File: src/rtl/darkquad_chan_sel_accum.sv
// darkquad_chan_sel_accum
//   Picks one channel out of a time-multiplexed sample stream and sums
//   2^ACC_LOG2 consecutive frames of it. Each sum goes out through a
//   2-entry valid/ready buffer. Channel select and enable come from a
//   software register. They are only sampled on the frame-start sample,
//   so a single sum never mixes two channels.
// Ports
//   user_clk, user_rst_n : clock, async active-low reset
//   ch_bin_reg           : [NCH_W-1:0] chan, [30] ovfl_clr, [31] enable
//   din_vld/din_sync/din : sample stream; din_sync marks channel 0
//   dout/dout_ch/dout_vld/dout_rdy : accumulated result handshake
//   ovfl                 : sticky, a result was dropped on a full buffer
//   frame_err            : 1-cycle pulse, sync seen at the wrong position
module darkquad_chan_sel_accum #(
  parameter int NCH_W    = 9,
  parameter int DW       = 16,
  parameter int ACC_LOG2 = 2
) (
  input  logic                          user_clk,
  input  logic                          user_rst_n,
  input  logic [31:0]                   ch_bin_reg,
  input  logic                          din_vld,
  input  logic                          din_sync,
  input  logic signed [DW-1:0]          din,
  output logic signed [DW+ACC_LOG2-1:0] dout,
  output logic [NCH_W-1:0]              dout_ch,
  output logic                          dout_vld,
  input  logic                          dout_rdy,
  output logic                          ovfl,
  output logic                          frame_err
);

  localparam int OW = DW + ACC_LOG2;
  localparam logic [NCH_W-1:0]    CNT_MAX = '1;
  localparam logic [ACC_LOG2-1:0] N_LAST  = '1;

  typedef enum logic {UNLOCKED, LOCKED} state_t;

  state_t                state;
  logic [NCH_W-1:0]      cnt;
  logic [NCH_W-1:0]      act_chan;
  logic                  act_en;
  logic signed [OW-1:0]  acc;
  logic [ACC_LOG2-1:0]   n;

  // second buffer entry; the first entry is the output register itself
  logic signed [OW-1:0]  b_d;
  logic [NCH_W-1:0]      b_ch;
  logic                  b_vld;

  logic                  sof, locked, realign, cfg_chg, acc_clr, hit, push, pop, drop;
  logic [NCH_W-1:0]      cnt_cur, reg_chan, chan_eff;
  logic                  reg_en, en_eff;
  logic signed [OW-1:0]  acc_base, sum;
  logic [ACC_LOG2-1:0]   n_base;

  logic unused_reg_bits;
  assign unused_reg_bits = ^ch_bin_reg[29:NCH_W];

  always_comb begin
    sof      = din_vld & din_sync;
    locked   = (state == LOCKED);
    reg_chan = ch_bin_reg[NCH_W-1:0];
    reg_en   = ch_bin_reg[31];
    // position of the current sample within the frame
    cnt_cur  = sof ? '0 : cnt + NCH_W'(1);
    // the shadow load on a sync sample already governs that sample
    chan_eff = sof ? reg_chan : act_chan;
    en_eff   = sof ? reg_en   : act_en;
    realign  = locked & sof & (cnt != CNT_MAX);
    cfg_chg  = sof & ((reg_chan != act_chan) | (reg_en != act_en));
    acc_clr  = realign | cfg_chg;
    acc_base = acc_clr ? '0 : acc;
    n_base   = acc_clr ? '0 : n;
    hit      = locked & en_eff & din_vld & (cnt_cur == chan_eff);
    sum      = acc_base + {{ACC_LOG2{din[DW-1]}}, din};
    push     = hit & (n_base == N_LAST);
    pop      = dout_vld & dout_rdy;
    drop     = push & dout_vld & b_vld & ~pop;
  end

  always_ff @(posedge user_clk or negedge user_rst_n) begin
    if (!user_rst_n) begin
      state     <= UNLOCKED;
      cnt       <= '0;
      act_chan  <= '0;
      act_en    <= 1'b0;
      acc       <= '0;
      n         <= '0;
      frame_err <= 1'b0;
    end else begin
      frame_err <= realign;
      if (sof) begin
        state    <= LOCKED;
        act_chan <= reg_chan;
        act_en   <= reg_en;
      end
      if (din_vld & (locked | sof)) cnt <= cnt_cur;
      if (hit) begin
        acc <= push ? '0 : sum;
        n   <= push ? '0 : n_base + ACC_LOG2'(1);
      end else if (acc_clr) begin
        acc <= '0;
        n   <= '0;
      end
    end
  end

  // Output buffer: head lives in dout/dout_ch/dout_vld, so a push into an
  // empty buffer becomes visible on the very next cycle.
  always_ff @(posedge user_clk or negedge user_rst_n) begin
    if (!user_rst_n) begin
      dout     <= '0;
      dout_ch  <= '0;
      dout_vld <= 1'b0;
      b_d      <= '0;
      b_ch     <= '0;
      b_vld    <= 1'b0;
      ovfl     <= 1'b0;
    end else begin
      if (pop) begin
        if (b_vld) begin
          dout    <= b_d;
          dout_ch <= b_ch;
          b_vld   <= push;
          if (push) begin
            b_d  <= sum;
            b_ch <= chan_eff;
          end
        end else begin
          dout_vld <= push;
          if (push) begin
            dout    <= sum;
            dout_ch <= chan_eff;
          end
        end
      end else if (push) begin
        if (!dout_vld) begin
          dout_vld <= 1'b1;
          dout     <= sum;
          dout_ch  <= chan_eff;
        end else if (!b_vld) begin
          b_vld <= 1'b1;
          b_d   <= sum;
          b_ch  <= chan_eff;
        end
      end
      // clear has priority over a same-cycle drop
      ovfl <= ch_bin_reg[30] ? 1'b0 : (ovfl | drop);
    end
  end

endmodule

File: config.mk
export PLATFORM = sky130hd
export DESIGN_NAME = darkquad_chan_sel_accum
export DESIGN_NICKNAME = d
export VERILOG_FILES = /design/src/rtl/darkquad_chan_sel_accum.sv
export SDC_FILE = /design/constraint.sdc
export NUM_CORES = 1
export LEC_CHECK = 0
export CELL_PAD_IN_SITES_DETAIL_PLACEMENT = 0
export CELL_PAD_IN_SITES_GLOBAL_PLACEMENT = 1
export CORE_UTILIZATION = 42
export DETAILED_ROUTE_END_ITERATION = 7
export PLACE_DENSITY = 0.76
export SYNTH_ARGS = -nofsm -noshare
export SYNTH_HDL_FRONTEND = slang
export SYNTH_SLANG_ARGS = --single-unit
File: constraint.sdc
create_clock -name user_clk -period 4.5 [get_ports user_clk]
set_input_delay 0.45 -clock user_clk [delete_from_list [all_inputs] [get_ports user_clk]]
set_output_delay 0.45 -clock user_clk [all_outputs]
set_load 0.02 [all_outputs]
==> run summary <==
# setup viols final -> 0
CP arrival -> 4.39 ns
Syn. warnings -> 0
post-synthesis net count -> 637
vias in the first global route -> 4288
ant diodes -> 0
Pint -> 1430 µW
switching share of power -> 0.273
RSZ-0062 raised after global routing -> false
fraction of layout cells with a size suffix above 1 -> 0.129
critical path launch point type -> flop
clock-pin slew on the worst setup and hold paths -> 0.07 ns
H-tree Lvls -> 3
port bufs -> 61
Storage cell area -> 2450 µm²
Psw -> 536 µW
Total Routing Usage GR -> 0.202
EDFF count, synth -> 0
Via density -> 5.13
IO Pins -> 83
die width -> 117 µm
total CTS buffers -> 9
Final nets -> 721
initial core utilization -> 0.434
post-route ant nets -> 0
Slew HR -> 0.279
die area -> 13600 µm²
most numerous cell in the Yosys netlist -> nand2_1
period utilization -> 0.933
Area after DPL -> 6520 µm²
antenna violations before repair -> 0
Syn Area/Cell -> 9.80 µm²
most used cell, CP -> ha_1
area of the multi-input gates -> 2930 µm²
CP max FO -> 21
Period minus WS final -> 4.20 ns
setup bufs post-CTS -> 0
critical path required time -> 4.69 ns
logic gate share of total power -> 0.128
Leak -> 0.00336 µW
final slew viol count -> 0
Clock Power Share -> 0.394
routed vias -> 4225
WS Path Type -> flop to flop
clk_skew -> 0.0102 ns
Clk Latency, worst-skew pair -> 0.36 ns
Residual DRC -> 0
most instantiated cells after synthesis -> nand2_1 (101), dfrtp_1 (98), o21ai_0 (35)
Netlist cell types -> 55
Congestion Overflow GR -> 0
dpl hpwl -> 8750 µm
Seq pwr share -> 0.478
DR pass1 iterations -> 4
hold_buf cts -> 0
Async SR Flop Fraction -> 1.00
fmax -> 238 MHz
Cells after Synth -> 563
Yosys top cell area share -> 0.445
CTS tree -> done
post-DR wirelength/cell -> 15.3 µm
pwr dens -> 288 nW/µm²
number of hold violations in the final report -> 0
routability cong. -> 0.824
Design Area, Final -> 6810 µm²
setup TNS -> 0 ns
CTS max path bufs -> 2
final wirelength -> 12600 µm
core box area -> 12700 µm²
fill count -> 1207
CP endpoint kind -> flop
largest net degree at the start of global routing -> 60
critical path cell sequence -> ha_1, nand3_2, nor3_1, ha_1, o2111ai_1, o31ai_2, buf_12, and2_1, ha_1, nor2b_1, o31a_1, o221ai_1, nand2_1, a221oi_1, xor2_1, o31ai_1
slowest cell on the critical path -> dfrtp_2
Area contributors post-synth -> dfrtp_1 (44%), nand2_1 (6.9%), mux2_4 (5.7%)
row cnt -> 41
VDD IR max -> 0.233 mV
clock sink count -> 98
global-route wire length before repair -> 21000 µm
worst min-delay path class -> input port to async pin
outcome -> complete, no violations
initial detailed-routing violation count -> 257
top cell type by total area after synthesis -> dfrtp_1
Die H -> 117 µm
Main synth FF type -> dfrtp_1
flops & latches, synth -> 98
Worst Max-Slew Pin Slew -> 1.08 ns
max incr delay on CP -> 0.44 ns
Cell Area, Synth -> 5520 µm²
CTS Root Cell -> clkbuf_16
Max-Cap Viols -> 0
register area share after synthesis -> 0.445
Syn-to-layout area delta -> 23.5%
==> cell families after synthesis <==
kind of cell / after synthesis / share of synthesized area
xor+xnor: 39 / 0.0619
flops: 98 / 0.445
fa+ha+maj: 21 / 0.0490
simple gates: 211 / 0.186
buf+inv: 33 / 0.0268
compound gates: 116 / 0.131
mux: 45 / 0.101
==> layout make-up <==
class | instances | area share
clock inverters | 6 | 0.00826
multi-input cells | 432 | 0.430
clock buffers | 10 | 0.0351
repair buffers | 96 | 0.130
inverters | 10 | 0.00551
flip-flops and latches | 98 | 0.360
well taps | 172 | 0.0316
==> cells in the final DEF, fill, tap and decap left out, types with 9 or more instances in the layout <==
| cell | count |
|---|---|
| mux2i_1 | 23 |
| xnor2_1 | 25 |
| o21ai_1 | 19 |
| and2_1 | 26 |
| o21ai_0 | 35 |
| xor2_1 | 14 |
| inv_1 | 10 |
| dfrtp_1 | 97 |
| a21oi_1 | 16 |
| clkbuf_16 | 9 |
| nor3_1 | 9 |
| nand3_1 | 11 |
| nor2_1 | 20 |
| buf_4 | 35 |
| nand2_1 | 101 |
| clkdlybuf4s50_1 | 60 |
| mux2_4 | 21 |
| ha_1 | 20 |
| nand2b_1 | 14 |
==> critical path, delay by kind of cell, from the launching register on <==
family                   cells  cell delay (ns)
AO/OA/AOI/OAI                6             1.45
XOR/XNOR                     1             0.27
adder cells (fa/ha/maj)      3             0.76
buffers and inverters        1             0.20
flip-flops                   1             0.44
AND/OR/NAND/NOR              5             0.89
==> routing by layer <==
| metal | part of all wire | track usage | vias to the layer above |
|---|---|---|---|
| met3 | 0.041 | 0.0550 | 14 |
| met4 | 0.012 | 0.0523 | 0 |
| li1 | - | - | 2128 |
| met1 | 0.48 | 0.271 | 2010 |
| met5 | 0 | 0 | - |
| met2 | 0.47 | 0.322 | 73 |
==> metrics by stage <==
| stage | hold slack [ns] | total power (µW) | utilization | cells | setup WS (ns) |
|---|---|---|---|---|---|
| floorplan | 0.154 | 1100 | - | 563 | 0.773 |
| global placement | 0.456 | 1200 | 0.512 | 808 | 0.377 |
| detailed placement | 0.463 | 1210 | 0.512 | 808 | 0.246 |
| CTS | 0.198 | 1990 | 0.536 | 824 | 0.212 |
| global route | 0.220 | 2060 | 0.536 | 824 | 0.0188 |
| finish | 0.161 | 1960 | 0.536 | 824 | 0.300 |
==> state kept, by name, summed over array words and instances (netlist names) <==
name / cells
locked: 1
act_en: 1
ovfl: 1
b_vld: 1
b_ch: 9
acc: 18
b_d: 18
cnt: 9
dout: 18
dout_ch: 9
n: 2
act_chan: 9
dout_vld: 1
frame_err: 1
==> power by group through the flow <==
| stage | combinational [µW] | clock [µW] | sequential [µW] |
|---|---|---|---|
| detailed placement | 255 | 0 | 954 |
| global placement | 251 | 0 | 953 |
| floorplan | 154 | 0 | 945 |
| finish | 252 | 772 | 938 |
| global route | 284 | 833 | 942 |
| CTS | 256 | 797 | 937 |
==> worst paths after layout <==
| kind | startpoint | end | slack (ns) | cells past startpoint |
|---|---|---|---|---|
| max in group asynchronous | user_rst_n | b_d[0]$_DFFE_PN0P_ | 3.31 | 2 |
| worst min-delay path | user_rst_n | cnt[1]$_DFFE_PN0P_ | 0.16 | 1 |
| worst max-delay path | cnt[0]$_DFFE_PN0P_ | dout[16]$_DFFE_PN0P_ | 0.30 | 16 |
| worst max register to register | cnt[0]$_DFFE_PN0P_ | dout[16]$_DFFE_PN0P_ | 0.30 | 16 |
| worst min register to register | b_d[16]$_DFFE_PN0P_ | b_d[16]$_DFFE_PN0P_ | 0.47 | 2 |
| min in group user_clk | b_d[16]$_DFFE_PN0P_ | b_d[16]$_DFFE_PN0P_ | 0.47 | 2 |
==> what timing repair did <==
action,4_1_cts,5_1_grt
endpoints found under the hold margin,0,0
setup endpoints to repair,0,10
resized for setup,0,1
Power figures use the tool's default switching activity.
